$ cat src/rtl/div_iter.sv
// -----------------------------------------------------------------------------
// div_iter -- iterative 32-bit restoring divider for the EXE stage.
//
// Computes one quotient bit per clock. Signed operands are reduced to their
// magnitudes at start and the results are sign-corrected when they are
// written back. A zero divisor skips the iteration and returns all-ones as
// the quotient and the dividend as the remainder.
//
// Ports
//   clk        in   single clock, rising edge
//   rst        in   synchronous active-high reset
//   start      in   divide request (ID_EXE_is_div_data)
//   is_sign    in   1 = signed DIV, 0 = unsigned DIVU (ID_EXE_is_sign_div_data)
//   cancel     in   exception/flush kill of the in-flight divide
//   src0[31:0] in   dividend
//   src1[31:0] in   divisor
//   div_stall  out  stall request to ID_EXE and the upstream stages
//   done       out  one-cycle pulse: hi_o/lo_o hold a new result
//   hi_o[31:0] out  remainder (registered)
//   lo_o[31:0] out  quotient (registered)
//
// Handshake: start is accepted in IDLE only when cancel is low. div_stall is
// high from the accepting cycle through the last RUN cycle, and done pulses
// for exactly one cycle when the result registers change. cancel always wins
// and drops div_stall in the same cycle it is raised.
// -----------------------------------------------------------------------------
module div_iter (
  input  logic        clk,
  input  logic        rst,
  input  logic        start,
  input  logic        is_sign,
  input  logic        cancel,
  input  logic [31:0] src0,
  input  logic [31:0] src1,
  output logic        div_stall,
  output logic        done,
  output logic [31:0] hi_o,
  output logic [31:0] lo_o
);

  localparam logic [1:0] IDLE = 2'd0;
  localparam logic [1:0] RUN  = 2'd1;
  localparam logic [1:0] DONE = 2'd2;

  logic [1:0]  state;
  logic [4:0]  count;
  logic [31:0] dividend;   // shifts left; quotient bits enter at the bottom
  logic [31:0] divisor;
  logic [31:0] rem;
  logic        q_sign;
  logic        r_sign;
  logic        sign_mode;

  logic [31:0] src0_abs;
  logic [31:0] src1_abs;
  logic [32:0] shifted;
  logic [32:0] diff;
  logic        fits;
  logic [31:0] next_rem;
  logic [31:0] next_quo;
  logic [31:0] quo_final;
  logic [31:0] rem_final;

  // Magnitudes; in unsigned mode the operands pass through untouched.
  // 32'h80000000 negates to itself, which is the correct magnitude when
  // treated as unsigned.
  assign src0_abs = (is_sign && src0[31]) ? (~src0 + 32'd1) : src0;
  assign src1_abs = (is_sign && src1[31]) ? (~src1 + 32'd1) : src1;

  // One restoring step on a 33-bit partial remainder. Since rem < divisor,
  // shifted - divisor is always below 2^32 when it is non-negative, so bit 32
  // of the 33-bit difference is exactly the borrow.
  assign shifted  = {rem, dividend[31]};
  assign diff     = shifted - {1'b0, divisor};
  assign fits     = ~diff[32];
  assign next_rem = fits ? diff[31:0] : shifted[31:0];
  assign next_quo = {dividend[30:0], fits};

  assign quo_final = (sign_mode && q_sign) ? (~next_quo + 32'd1) : next_quo;
  assign rem_final = (sign_mode && r_sign) ? (~next_rem + 32'd1) : next_rem;

  always_ff @(posedge clk) begin
    if (rst) begin
      state     <= IDLE;
      count     <= 5'd0;
      dividend  <= 32'd0;
      divisor   <= 32'd0;
      rem       <= 32'd0;
      q_sign    <= 1'b0;
      r_sign    <= 1'b0;
      sign_mode <= 1'b0;
      hi_o      <= 32'd0;
      lo_o      <= 32'd0;
    end else if (cancel) begin
      state <= IDLE;
    end else begin
      case (state)
        IDLE: begin
          if (start) begin
            sign_mode <= is_sign;
            q_sign    <= src0[31] ^ src1[31];
            r_sign    <= src0[31];
            dividend  <= src0_abs;
            divisor   <= src1_abs;
            rem       <= 32'd0;
            count     <= 5'd0;
            if (src1 == 32'd0) begin
              lo_o  <= 32'hFFFF_FFFF;
              hi_o  <= src0;
              state <= DONE;
            end else begin
              state <= RUN;
            end
          end
        end
        RUN: begin
          dividend <= next_quo;
          rem      <= next_rem;
          count    <= count + 5'd1;
          if (count == 5'd31) begin
            lo_o  <= quo_final;
            hi_o  <= rem_final;
            state <= DONE;
          end
        end
        DONE: begin
          state <= IDLE;
        end
        default: begin
          state <= IDLE;
        end
      endcase
    end
  end

  assign done      = (state == DONE);
  assign div_stall = ~cancel & (((state == IDLE) & start) | (state == RUN));

endmodule

$ cat config.mk
export PLATFORM = sky130hd
export DESIGN_NAME = div_iter
export DESIGN_NICKNAME = d
export VERILOG_FILES = /design/src/rtl/div_iter.sv
export SDC_FILE = /design/constraint.sdc
export NUM_CORES = 1
export LEC_CHECK = 0
export ABC_AREA = 0
export BUFFER_PORTS_ARGS = -buffer_cell sky130_fd_sc_hd__buf_2
export CORE_AREA = 2 2 190 192
export DETAILED_ROUTE_END_ITERATION = 12
export DIE_AREA = 0 0 192 194
export PLACE_DENSITY = 0.6
export SLEW_MARGIN = 10
export SYNTH_ARGS = -nofsm -noshare
export SYNTH_HDL_FRONTEND = slang
export SYNTH_SLANG_ARGS = --single-unit
$ cat constraint.sdc
create_clock -name clk -period 6.2 [get_ports clk]
set_input_delay 1.24 -clock clk [delete_from_list [all_inputs] [get_ports clk]]
set_output_delay 1.24 -clock clk [all_outputs]
set_load 0.1 [all_outputs]
# --- Yosys cells after proc, flatten, opt, wreduce, memory -nomap -nowiden ---
# Cells that the tools add are included.
classes:
  addsub: 6
  n_eq_ne: 6
  muxes: 23
  bitwise: 10
  reduce_logical: 12
ops:
  columns: ["op", "n"]
  rows:
  - ["$mux W32", 13]
  - ["$pmux W32 S2", 4]
  - ["$add A32 B1 Y32 const B", 4]
  - ["$not A32 Y32", 4]
  - ["$sub A33 B32 Y33", 1]
  - ["$logic_not A32 Y1", 1]
  - ["$pmux W5 S2", 1]
  - ["$mux W2", 3]
  - ["$ne A2 B2 Y1 const B", 3]
  - ["$reduce_and A3 Y1", 2]
  - ["$add A5 B1 Y5 const B", 1]
  - ["$eq A5 B5 Y1 const B", 1]
  - ["$mux W5", 1]
  - ["$reduce_and A5 Y1", 1]
  - ["$logic_and A1 B1 Y1", 4]
  - ["$pmux W2 S2", 1]
  - ["$and A1 B1 Y1", 2]
  - ["$eq A2 B1 Y1 const B", 1]
  - ["$eq A2 B2 Y1 const B", 1]
  - ["$logic_not A2 Y1", 1]
  - ["$not A1 Y1", 2]
  - ["$reduce_and A2 Y1", 1]
  - ["$reduce_bool A2 Y1", 1]
  - ["$reduce_or A2 Y1", 1]
  - ["other kinds (2)", 2]
word_totals:
  regBits: 170
  inputBits: 69
  output_inout_bits: 66
  word_cells: 67

# --- Logic depth before layout (Yosys ltp) ---
# Gate-level depths: netlist of run 1.
depth:
  word_depth: 7
  depth_mapped: 25
  mapped_depth_nobuf: 22

# --- Worst setup path after synthesis of run 1 ---
# OpenSTA, ideal clock, no wires.
synth_timing:
  path_kind: "reg2reg"
  startpoint: "register dividend[31]"
  endpoint: "register hi_o[28]"
  setup_time_ns: 0.101
  t_arrival_ns: 4.600
  required_time_ns: 6.099
  setup_slack_ns: 1.499
  stages_incl_launch_ff: 24
  n_path_buf: 3
  period_less_slack_ns: 4.701
  cell_sequence: "dfxtp_1 -> inv_1 -> ha_1 -> inv_1 -> fa_1 -> a211oi_2 -> o211ai_2 -> nand3_2 -> a21o_1 -> and3_1 -> clkbuf_1 -> clkbuf_1 -> clkbuf_1 -> o21ai_0 -> inv_1 -> ha_1 -> nand3b_1 -> or2_2 -> nor4_1 -> a41o_1 -> a41oi_1 -> xor2_1 -> nor2_1 -> o41ai_1"
synth_via:
  elab_chain_len: 7
synth_lines:
  columns: ["element", "line_no", "source"]
  rows:
  - ["start: declaration", "47", "logic [31:0] dividend;"]
  - ["start signal: assignment", "103", "dividend <= src0_abs;"]
  - ["start signal: assignment", "117", "dividend <= next_quo;"]
  - ["$sub A33 B32 Y33", "74", "assign diff = shifted - {1'b0, divisor};"]
  - ["$mux W32 *", "76", "assign next_rem = fits ? diff[31:0] : shifted[31:0];"]
  - ["$not A32 Y32", "80", "assign rem_final = (sign_mode && r_sign) ? (~next_rem + 32'd1) : next_rem;"]
  - ["$add A32 B1 Y32", "80", null]
  - ["$mux W32 *", "80", null]
  - ["$mux W32 *", "120", "if (count == 5'd31) begin"]
  - ["$pmux W32 S2 *", "97", "case (state)"]
  - ["end signal: assignment", "109", "hi_o <= src0;"]
  - ["end signal: assignment", "122", "hi_o <= rem_final;"]
  - ["end: declaration", "37", "output logic [31:0] hi_o,"]
# Every way passes the cells marked *; elsewhere a longest branch is shown, timed or not. The select of a mux whose other input is x is not followed.
# A chain may end at the register's enable or synchronous reset.

# --- Final worst setup path of run 1 ---
layout_timing:
  startpoint: "register divisor[0]"
  endpoint: "register hi_o[28]"
layout_via:
  elab_chain_len: 7
layout_lines:
  columns: ["element", "line_no", "source"]
  rows:
  - ["start: declaration", "48", "logic [31:0] divisor;"]
  - ["start signal: assignment", "104", "divisor <= src1_abs;"]
  - ["$sub A33 B32 Y33 *", "74", null]
  - ["$mux W32 *", "76", null]
  - ["$not A32 Y32", "80", null]
  - ["$add A32 B1 Y32", "80", null]
  - ["$mux W32 *", "80", null]
  - ["$mux W32 *", "120", null]
  - ["$pmux W32 S2 *", "97", null]
# Marked as above.

==> impl_results.md, run 1 <==
- Status: completed
- CTS H-tree depth: 4
- Post-synth EDFFs: 0
- Top post-synthesis cells by area: dfxtp_1, nor2_1, a21oi_1
- Area of the multi-input gates: 8130 µm²
- Reg2reg setup slack: 1020 ps
- Initial Utilization: 34.6%
- Critical path cell sequence: ha_1 -> inv_1 -> fa_1 -> a211oi_2 -> o211ai_2 -> nand3_2 -> a21o_1 -> and3_2 -> mux2i_1 -> ha_1 -> nand3b_1 -> or2_2 -> nor4_1 -> a41o_1 -> a41oi_1 -> xor2_1 -> nor2_1 -> o41ai_1
- Post-synthesis cell type count: 82
- Post-synth top area share: 27.9%
- Most frequent cells in the layout: nor2_1, dfxtp_1, a21oi_1
- Largest area contributor in the netlist: dfxtp_1
- Synth Area in Simple Gates: 23.0%
- Multiplexer share of the synthesized area: 2.22%
- Int Pwr: 1990 µW
- Reg area: 3400 µm²
- Initial DRC count: 1,029
- Synth Net Count: 1,767
- Die Area: 37,200 µm²
- Setup repair bufs after CTS: 0
- Commonest non-fill, non-tap cell in the layout: nor2_1
- Hold Path Origin: count[4]
- CP peak stage delay: 540 ps
- Sequential Power Share: 38.3%
- Initial antenna violation count: 0
- P per Cell Area: 224 nW/µm²
- Vias in the first global route: 11,300
- Worst Setup SP: divisor[0]
- Routed length per instance: 18.4 µm
- CORE AREA: 35,200 µm²
- Final TNS setup: 0 ps
- Sequential share of the synthesized area: 27.9%
- TritonCTS Buffers: 17
- Chip Height: 194 µm
- Worst hold margin: 471 ps
- Required @ worst endpoint: 6540 ps
- Final Net Count: 1,816
- Synth Area in XOR/XNOR: 9.56%
- IO Port Bufs: 134
- Largest net degree at the start of global routing: 100
- Crit Path Class: reg2reg
- Area delta synth->final: 12.6%
- I/O pin count: 135
- Final setup vio count: 0
- Clock root cell: clkbuf_16
- CTS tree: built
- Delay-heaviest family, CP: compound AO/OA/AOI/OAI gates
- Hold Buf Count CTS: 0
- Post-Syn Area: 12,200 µm²
- #FFs+latches synth: 170
- CTS clock-pin slew for the worst setup and hold paths: 70 ps
- First-pass GRT wire length: 63,200 µm
- Fmax: 0.193 GHz
- Final wirelength: 40,100 µm
- Worst-Skew Late Latency: 450 ps
- DRT Pass-1 Iters: 7
- Detail-routed via count per cell: 5.60
- Primary FF master, synth: dfxtp_1
- Hold Vio Cnt, Final: 0
- Die Width: 192 µm
- CP Capture Type: register
- Hold Path Class: reg2reg
- RSZ-0062 raised after global routing: no
- Max FO, Critical Path: 25
- Buffers & Inverters on Critical Path: 1
- Post-CTS resize count: 0
- Largest family of logic cells by synthesized area: compound AO/OA/AOI/OAI gates
- DP HPWL: 30,000 µm
- Max-cap viol count: 0
- Crit path top cell by count: ha_1
- Worst path slowest cell: and3_2
- Share of layout cells above drive strength 1: 12.1%
- Final Power: 3070 µW
- Yosys warnings: 0
- Part of the cycle the worst path needs: 83.5%
- Syn Inst Count: 1,659
- GP Congestion: 0.905
- Vias: 12,200
- Worst Max-Slew Pin Slew: 1080 ps
- Remaining DRCs: 0
- Clock tree skew after final layout: 12.8 ps
- Fillcell total: 3,704
- Ys async rst share: 0%
- CTS Sinks: 170
- Switching power: 1090 µW
- Critical path arrival: 5520 ps
- CTS max path bufs: 2
- Complex-gate fraction of the synthesized area: 27.6%
- GRT Overall Usage: 21.2%
- Tmin final: 5180 ps
- Combinational power share: 24.0%
- Adder-cell area share of the yosys netlist: 4.07%
- GRT overflow: 0
- Antenna viol nets, final: 0
- Average size of a mapped cell: 7.34 µm²
- Clock power frac: 37.7%
- Startpoint Class: register
- Slew headroom: 27.7%
- Site Rows: 69
- Slew Limit Fails: 0
- Switching part of the total: 35.3%
- LEAKAGE: 0.00544 µW
- Launch point of the worst reg-to-reg path: divisor[0]
- Peak VDD IR: 0.203 mV
-- worst paths after layout --
path              endpoint  cells after the start
setup / recovery  hi_o[28]                     18
hold / removal    count[4]                      2
setup reg to reg  hi_o[28]                     18
hold reg to reg   count[4]                      2
-- cells by family after synthesis --
family,count (synthesis)
AND/OR/NAND/NOR,603
XOR/XNOR,133
flip-flops,170
multiplexers,26
AO/OA/AOI/OAI,513
buffers and inverters,175
adder cells (fa/ha/maj),39
-- layer usage --
metal  track usage, %  up-vias  part of all wire, %  wire, µm
li1                 -     6099                    -         -
met1             30.4     5689                   48     19200
met2             33.0      415                   43     17400
met3             3.19       44                  6.8      2730
met4             5.88        0                  2.0       819
met5                0        -                    0         0
-- registers in the layout, indices dropped and copies added, names as in the netlist --
| name | count |
|---|---|
| divisor | 32 |
| count | 5 |
| q_sign | 1 |
| rem | 32 |
| dividend | 32 |
| hi_o | 32 |
| state | 2 |
| r_sign | 1 |
| lo_o | 32 |
| sign_mode | 1 |
-- through the flow --
step / util (%) / worst slack (ps) / std cells / instance area (µm²)
6_report: 39.0 / 1020 / 2186 / 13700
3_3_place_gp: 37.2 / 1160 / 2150 / 13100
3_5_place_dp: 37.2 / 1120 / 2150 / 13100
4_1_cts: 38.9 / 1090 / 2182 / 13700
5_1_grt: 38.9 / 596 / 2182 / 13700
2_1_floorplan: - / 1500 / 1659 / 12200
-- final cells by class --
cell class                      instances  area share [%]
Clock inverter                         14            1.29
Sequential cell                       170            24.8
Timing Repair Buffer                  143            5.49
Antenna cell                            4          0.0729
Inverter                               62            1.70
Multi-Input combinational cell       1314            59.3
Tap cell                              461            4.20
Clock buffer                           18            3.20
-- power groups by stage --
stage / logic [µW] / registers (µW) / clock network (µW)
after floorplan: 461 / 1270 / 0
after detailed placement: 729 / 1200 / 0
final: 739 / 1180 / 1160
after global routing: 812 / 1180 / 1220
after global placement: 725 / 1200 / 0
after CTS: 733 / 1180 / 1170
-- worst register-to-register path, cell delays in order, from the launching register on --
cell and delay [ps]:
dfxtp_1 450, ha_1 210, inv_1 50, fa_1 420, a211oi_2 390, o211ai_2 280, nand3_2 190, a21o_1 170
and3_2 540, mux2i_1 380, ha_1 310, nand3b_1 120, or2_2 320, nor4_1 300, a41o_1 260, a41oi_1 150
xor2_1 180, nor2_1 50, o41ai_1 310
-- synthesized netlist by cell type, types with 17 or more instances --
cell,count
a211oi_1,70
a21oi_1,160
a22oi_1,22
a311oi_1,29
a31oi_1,24
and2_1,17
clkbuf_1,94
dfxtp_1,170
ha_1,38
inv_1,61
mux2i_1,18
nand2_1,143
nand3_1,26
nor2_1,255
nor3_1,32
nor4_1,18
o21ai_0,81
o31ai_1,21
or3_1,20
xnor2_1,77
xor2_1,56
(Power assumes the default switching activity.)
==> run 2, diff against run 1 <==
--- a/config.mk
+++ b/config.mk
@@ -5,12 +5,12 @@
 export SDC_FILE = /design/constraint.sdc
 export NUM_CORES = 1
 export LEC_CHECK = 0
-export ABC_AREA = 0
+export ABC_AREA = 1
 export BUFFER_PORTS_ARGS = -buffer_cell sky130_fd_sc_hd__buf_2
-export CORE_AREA = 2 2 190 192
+export CORE_AREA = 2 2 199 201
 export DETAILED_ROUTE_END_ITERATION = 12
-export DIE_AREA = 0 0 192 194
-export PLACE_DENSITY = 0.6
+export DIE_AREA = 0 0 201 203
+export PLACE_DENSITY = 0.61
 export SLEW_MARGIN = 10
 export SYNTH_ARGS = -nofsm -noshare
 export SYNTH_HDL_FRONTEND = slang
==> constraint.sdc (replaced) <==
create_clock -name clk -period 4.65 [get_ports clk]
set_input_delay 0.93 -clock clk [delete_from_list [all_inputs] [get_ports clk]]
set_output_delay 0.93 -clock clk [all_outputs]
set_load 0.1 [all_outputs]
==> run 2 against run 1 <==
Against the previous run:
- synthesized cell count is 38% higher
- die area grew 9.5%
- clock power is 19% higher
- fmax is 22% higher
- sequential power up 33%
- sequential cell count unchanged
- worst setup slack got worse by 610 ps
- register-to-register slack lost 610 ps
- non-clock buffer count is 14 higher
- critical path depth grew 8
- clock skew is essentially flat
- critical path type unchanged
- largest power group unchanged
==> impl_results.md, run 2 <==
- TritonCTS Buffers: 17 (unchanged)
- Die Width: 201 µm (was 192 µm)
- Tmin final: 4240 ps (was 5180 ps)
- Worst-Skew Late Latency: 470 ps (was 450 ps)
- Share of layout cells above drive strength 1: 11.5% (was 12.1%)
- Clock tree skew after final layout: 12.8 ps (about the same)
- CTS H-tree depth: 4 (unchanged)
- GP Congestion: 0.934 (was 0.905)
- Largest net degree at the start of global routing: 79 (was 100)
- Post-synth top area share: 25.5% (was 27.9%)
- Clock root cell: clkbuf_16 (unchanged)
- DRT Pass-1 Iters: 7 (unchanged)
- Critical path arrival: 4560 ps (was 5520 ps)
- GRT overflow: 0 (unchanged)
- IO Port Bufs: 134 (unchanged)
- Vias in the first global route: 13,800 (was 11,300)
- Detail-routed via count per cell: 5.15 (was 5.60)
- Area delta synth->final: 12.6% (about the same)
- R2r worst-path depth: 26 (was 18)
- Ys async rst share: 0% (unchanged)
- LEAKAGE: 0.00767 µW (was 0.00544 µW)
- Peak VDD IR: 0.276 mV (was 0.203 mV)
- CP Capture Type: register (unchanged)
- Post-DP Area: 14,500 µm² (was 13,100 µm²)
- Chip Height: 203 µm (was 194 µm)
- GRT Overall Usage: 23.4% (was 21.2%)
- Average size of a mapped cell: 5.84 µm² (was 7.34 µm²)
- Largest area contributor in the netlist: dfxtp_1 (unchanged)
- Die Area: 40,800 µm² (was 37,200 µm²)
- Top cells by count, synth: nand2_1, inv_1, nor2_1, dfxtp_1, a21oi_1 (was nor2_1, dfxtp_1, a21oi_1, nand2_1, clkbuf_1)
- Post-synthesis cell type count: 54 (was 82)
- #FFs+latches synth: 170 (unchanged)
- P per Cell Area: 271 nW/µm² (was 224 nW/µm²)
- I/O pin count: 135 (unchanged)
- CTS clock-pin slew for the worst setup and hold paths: 70 ps (about the same)
- Top post-synthesis cells by area: dfxtp_1, nand2_1, inv_1 (was dfxtp_1, nor2_1, a21oi_1)
- Hold Buf Count CTS: 0 (unchanged)
- Final wirelength: 47,900 µm (was 40,100 µm)
- Hold Path Class: reg2reg (unchanged)
- Final Net Count: 2,483 (was 1,816)
- Synth Net Count: 2,395 (was 1,767)
- Required @ worst endpoint: 4970 ps (was 6540 ps)
- Antenna viol nets, final: 0 (unchanged)
- Post-synth EDFFs: 0 (unchanged)
- WHS Path Cells: 2 (unchanged)
- First-pass GRT wire length: 75,400 µm (was 63,200 µm)
- Worst Max-Slew Pin Slew: 1020 ps (was 1080 ps)
- Yosys warnings: 0 (unchanged)
- Initial Utilization: 34.7% (was 34.6%)
- Launch point of the worst reg-to-reg path: dividend[31] (was divisor[0])
- Fillcell total: 4,286 (was 3,704)
- Max-cap viol count: 0 (unchanged)
- RSZ-0062 raised after global routing: no (unchanged)
- Hold Crit Endpoint: hi_o[22] (was count[4])
- Max FO, Critical Path: 46 (was 25)
- Post-layout instance area: 15,100 µm² (was 13,700 µm²)
- Crit Path Class: reg2reg (unchanged)
- CTS max path bufs: 2 (unchanged)
- Initial antenna violation count: 1 (was 0)
- CTS Sinks: 170 (unchanged)
- Primary FF master, synth: dfxtp_1 (unchanged)
- CORE AREA: 38,500 µm² (was 35,200 µm²)
- Slew Limit Fails: 0 (unchanged)
- Site Rows: 72 (was 69)
- Routed length per instance: 16.5 µm (was 18.4 µm)
- Sequential share of the synthesized area: 25.5% (was 27.9%)
- Post-Syn Area: 13,400 µm² (was 12,200 µm²)
- Final setup vio count: 0 (unchanged)
- Vias: 15,000 (was 12,200)
- Hold Path Origin: hi_o[22] (was count[4])
- Commonest non-fill, non-tap cell in the layout: nand2_1 (was nor2_1)
- Fmax: 0.236 GHz (was 0.193 GHz)
- Final TNS setup: 0 ps (unchanged)
- Remaining DRCs: 0 (unchanged)
- Syn Inst Count: 2,287 (was 1,659)
- DP HPWL: 36,700 µm (was 30,000 µm)
- Top-count cell post-synth: nand2_1 (was nor2_1)
- Hold Vio Cnt, Final: 0 (unchanged)
- # diodes: 0 (was 4)
- Reg2reg setup slack: 410 ps (was 1020 ps)
- Slew headroom: 31.8% (was 27.7%)
- Status: completed (unchanged)
- RR Endpoint: hi_o[20] (was hi_o[28])
- Startpoint Class: register (unchanged)
- Most frequent cells in the layout: nand2_1, inv_1, nor2_1 (was nor2_1, dfxtp_1, a21oi_1)
- Initial DRC count: 1,266 (was 1,029)
- CTS tree: built (unchanged)
- Part of the cycle the worst path needs: 91.1% (was 83.5%)
run 2: worst max-delay path by stage:
| stage | end | depth (start not counted) | slack, ps | startpoint |
|---|---|---|---|---|
| 2_1_floorplan | lo_o[28] | 30 | 690 | dividend[31] |
| 3_3_place_gp | lo_o[28] | 29 | 360 | dividend[31] |
| 3_5_place_dp | lo_o[28] | 29 | 340 | dividend[31] |
| 4_1_cts | lo_o[28] | 29 | 320 | dividend[31] |
| 5_1_grt | lo_o[28] | 29 | 7 | dividend[31] |
| 6_report | hi_o[20] | 26 | 410 | dividend[31] |
run 2: per-layer routing:
layer	wire, µm	up-vias	track usage (%)
li1	-	7570	-
met1	22400	6817	31.3
met2	21300	483	37.9
met3	2650	83	3.79
met4	1500	2	8.81
met5	18	-	0
run 2: repair_timing:
item,4_1_cts,5_1_grt
setup endpoints to repair,0,4
resized for setup,0,4
buffers inserted,0,0
run 2: worst max-delay path, stage by stage (launching register included):
cell	delay (ps)
dfxtp_1	310
inv_1	70
ha_1	140
inv_1	70
fa_1	420
nand2_1	90
nand2_1	80
nand3_1	100
nand2_2	100
nand2_2	80
nand2_2	70
nand2_4	100
nand3_4	130
nand2_2	150
buf_4	490
nand2_1	200
nand2_2	140
ha_1	210
nand2_1	70
nor2_1	230
nand2_1	150
nand2_1	200
nand3_1	130
nand2_1	80
nand3_1	100
nand2_1	100
a21oi_1	70
run 2: layout make-up:
| type | instances | area, µm² | area share [%] |
|---|---|---|---|
| Multi-Input combinational cell | 1698 | 8360 | 55.5 |
| Sequential cell | 170 | 3400 | 22.6 |
| Inverter | 331 | 1240 | 8.25 |
| Timing Repair Buffer | 157 | 856 | 5.68 |
| Tap cell | 518 | 648 | 4.30 |
| Clock buffer | 20 | 457 | 3.03 |
| Clock inverter | 12 | 90.1 | 0.598 |
run 2: metrics by stage:
step	utilization (%)	power, µW	instances	setup slack, ps	hold slack, ps
after CTS	39.1	4100	2906	318	470
after floorplan	-	2380	2287	689	435
final	39.1	4080	2906	413	467
after detailed placement	37.7	2710	2874	344	460
after global routing	39.1	4290	2906	7.28	483
after global placement	37.7	2700	2874	358	451
run 2: cell families after synthesis:
kind of cell    share of synthesized area [%]
simple gates                             38.7
buf+inv                                  12.3
compound gates                           17.4
flops                                    25.5
fa+ha+maj                                3.71
xor+xnor                                 2.42
run 2: where the power goes:
group / leakage [µW] / switching, µW / internal (µW)
Combinational: 0.00602 / 811 / 317
Clock: 0.000269 / 666 / 717
Sequential: 0.00138 / 50.9 / 1520
==> run 3, diff against run 2 <==
--- a/config.mk
+++ b/config.mk
@@ -7,10 +7,12 @@
 export LEC_CHECK = 0
 export ABC_AREA = 1
 export BUFFER_PORTS_ARGS = -buffer_cell sky130_fd_sc_hd__buf_2
+export CELL_PAD_IN_SITES_DETAIL_PLACEMENT = 0
+export CELL_PAD_IN_SITES_GLOBAL_PLACEMENT = 1
 export CORE_AREA = 2 2 199 201
 export DETAILED_ROUTE_END_ITERATION = 12
 export DIE_AREA = 0 0 201 203
-export PLACE_DENSITY = 0.61
+export PLACE_DENSITY = 0.8
 export SLEW_MARGIN = 10
 export SYNTH_ARGS = -nofsm -noshare
 export SYNTH_HDL_FRONTEND = slang
==> run 3 against run 2 <==
Against the previous run:
- wire length up 1.1%
- die area is the same
- utilization is 0.085 points higher
- critical path depth increased by 3
- clock skew is 5.3 ps higher
- combinational power barely moved
- sequential power hardly changed
==> impl_results.md, run 3 (synthesis gave the netlist of run 2 again) <==
- Reg2reg setup slack: 510 ps (was 410 ps)
- Final setup vio count: 0 (unchanged)
- Combinational power share: 27.2% (was 27.7%)
- Required @ worst endpoint: 5040 ps (was 4970 ps)
- Hold Vio Cnt, Final: 0 (unchanged)
- Hold Path Class: reg2reg (unchanged)
- Final TNS setup: 0 ps (unchanged)
- CP Capture Type: register (unchanged)
- IO Port Bufs: 134 (unchanged)
- Die Width: 201 µm (unchanged)
- CTS tree: built (unchanged)
- CTS clock-pin slew for the worst setup and hold paths: 70 ps (about the same)
- Routed length per instance: 16.7 µm (was 16.5 µm)
- Die Area: 40,800 µm² (unchanged)
- TritonCTS Buffers: 17 (unchanged)
- CTS Sinks: 170 (unchanged)
- DRT Pass-1 Iters: 7 (unchanged)
- Share of layout cells above drive strength 1: 11.5% (about the same)
- Fmax: 0.241 GHz (was 0.236 GHz)
- GRT Overall Usage: 23.6% (was 23.4%)
- RSZ-0062 raised after global routing: no (unchanged)
- Int Pwr: 2620 µW (was 2550 µW)
- First-pass GRT wire length: 76,200 µm (was 75,400 µm)
- Worst Setup SP: dividend[31] (unchanged)
- Vias in the first global route: 13,800 (about the same)
- Worst-Skew Late Latency: 460 ps (was 470 ps)
- Detail-routed via count per cell: 5.12 (was 5.15)
- Initial DRC count: 1,142 (was 1,266)
- Part of the cycle the worst path needs: 89.1% (was 91.1%)
- Final core occ: 39.2% (was 39.1%)
- I/O pin count: 135 (unchanged)
- CP Depth: 29 (was 26)
- Buffers & Inverters on Critical Path: 4 (was 3)
- Remaining DRCs: 0 (unchanged)
- Largest net degree at the start of global routing: 85 (was 79)
- Clock tree skew after final layout: 18.1 ps (was 12.8 ps)
- Sequential Power Share: 37.6% (was 38.4%)
- DP HPWL: 37,300 µm (was 36,700 µm)
- Delay-heaviest family, CP: simple AND/OR/NAND/NOR gates (unchanged)
- Max FO, Critical Path: 10 (was 46)
- Vias: 14,900 (was 15,000)
- Crit Path Class: reg2reg (unchanged)
- Launch point of the worst reg-to-reg path: dividend[31] (unchanged)
- CTS H-tree depth: 4 (unchanged)
- RR Endpoint: lo_o[30] (was hi_o[20])
- Initial antenna violation count: 0 (was 1)
- Area delta synth->final: 12.9% (was 12.6%)
- Final Net Count: 2,483 (unchanged)
- Max-cap viol count: 0 (unchanged)
- Status: completed (unchanged)
- # diodes: 0 (unchanged)
- Commonest non-fill, non-tap cell in the layout: nand2_1 (unchanged)
- Final wirelength: 48,400 µm (was 47,900 µm)
- WHS Path Cells: 2 (unchanged)
- Most frequent cells in the layout: nand2_1, inv_1, nor2_1 (unchanged)
- Site Rows: 72 (unchanged)
- Switching part of the total: 37.2% (was 37.5%)
- Chip Height: 203 µm (unchanged)
- CP peak stage delay: 430 ps (was 490 ps)
- CP Capture Point: lo_o[30] (was hi_o[20])
- Clock root cell: clkbuf_16 (unchanged)
- Tmin final: 4140 ps (was 4240 ps)
- Antenna viol nets, final: 0 (unchanged)
- Startpoint Class: register (unchanged)
- GRT overflow: 0 (unchanged)
- Worst path slowest cell: fa_1 (was buf_4)
- GP Congestion: 0.928 (was 0.934)
- Slew headroom: 33.4% (was 31.8%)
- Setup repair bufs after CTS: 0 (unchanged)
- CORE AREA: 38,500 µm² (unchanged)
- LEAKAGE: 0.00768 µW (was 0.00767 µW)
- Worst Max-Slew Pin Slew: 999 ps (was 1020 ps)
- Worst hold margin: 463 ps (was 467 ps)
- P per Cell Area: 276 nW/µm² (was 271 nW/µm²)
- Critical path arrival: 4530 ps (was 4560 ps)
- Clock power frac: 35.2% (was 33.9%)
- Initial Utilization: 34.7% (unchanged)
- Slew Limit Fails: 0 (unchanged)
- CTS max path bufs: 2 (unchanged)
- Peak VDD IR: 0.266 mV (was 0.276 mV)
- Switching power: 1550 µW (was 1530 µW)
- R2r worst-path depth: 29 (was 26)
run 3: timing repair:
action / in CTS / in global routing
hold buffers: 0 / 0
resized for setup: 0 / 5
endpoints found under the setup margin: 0 / 8
run 3: how the worst min path moves through the flow:
stage                     startpoint  endpoint
after detailed placement    lo_o[21]  lo_o[21]
after global routing        hi_o[21]  hi_o[21]
after CTS                   lo_o[31]  lo_o[31]
after global placement      hi_o[29]  hi_o[29]
after floorplan             count[2]  count[2]
final                       lo_o[31]  lo_o[31]
run 3: power groups by stage:
stage	Combinational, µW	Sequential (µW)	Clock (µW)
CTS	1120	1570	1490
detailed placement	1110	1600	0
global placement	1110	1600	0
global route	1260	1580	1550
finish	1130	1570	1470
floorplan	695	1690	0
run 3: worst min-delay path: stages, from the launching register on:
cell	delay (ps)
dfxtp_1	310
nand2_1	60
a21oi_1	50
run 3: routing by layer:
metal / vias to the layer above / global-route usage [%] / part of all wire [%]
li1: 7557 / - / -
met4: 0 / 6.08 / 1.8
met1: 6864 / 32.4 / 48
met3: 40 / 3.23 / 5.0
met5: - / 0 / 0
met2: 418 / 38.8 / 46
run 3: cell type report:
class                      count  area [µm²]
timing repair buffer         157         860
inverter                     331        1240
fill                        4328       23400
clock buffer                  20         467
clock inverter                11         109
sequential                   170        3400
multi-input combinational   1698        8360
tap                          518         648
run 3: metrics by stage:
step / cells / power (µW) / worst slack [ps] / cell area (µm²)
floorplan: 2287 / 2380 / 689 / 13400
global placement: 2874 / 2710 / 371 / 14500
detailed placement: 2874 / 2710 / 295 / 14500
CTS: 2905 / 4180 / 257 / 15100
global route: 2905 / 4380 / 3.47 / 15100
finish: 2905 / 4170 / 508 / 15100
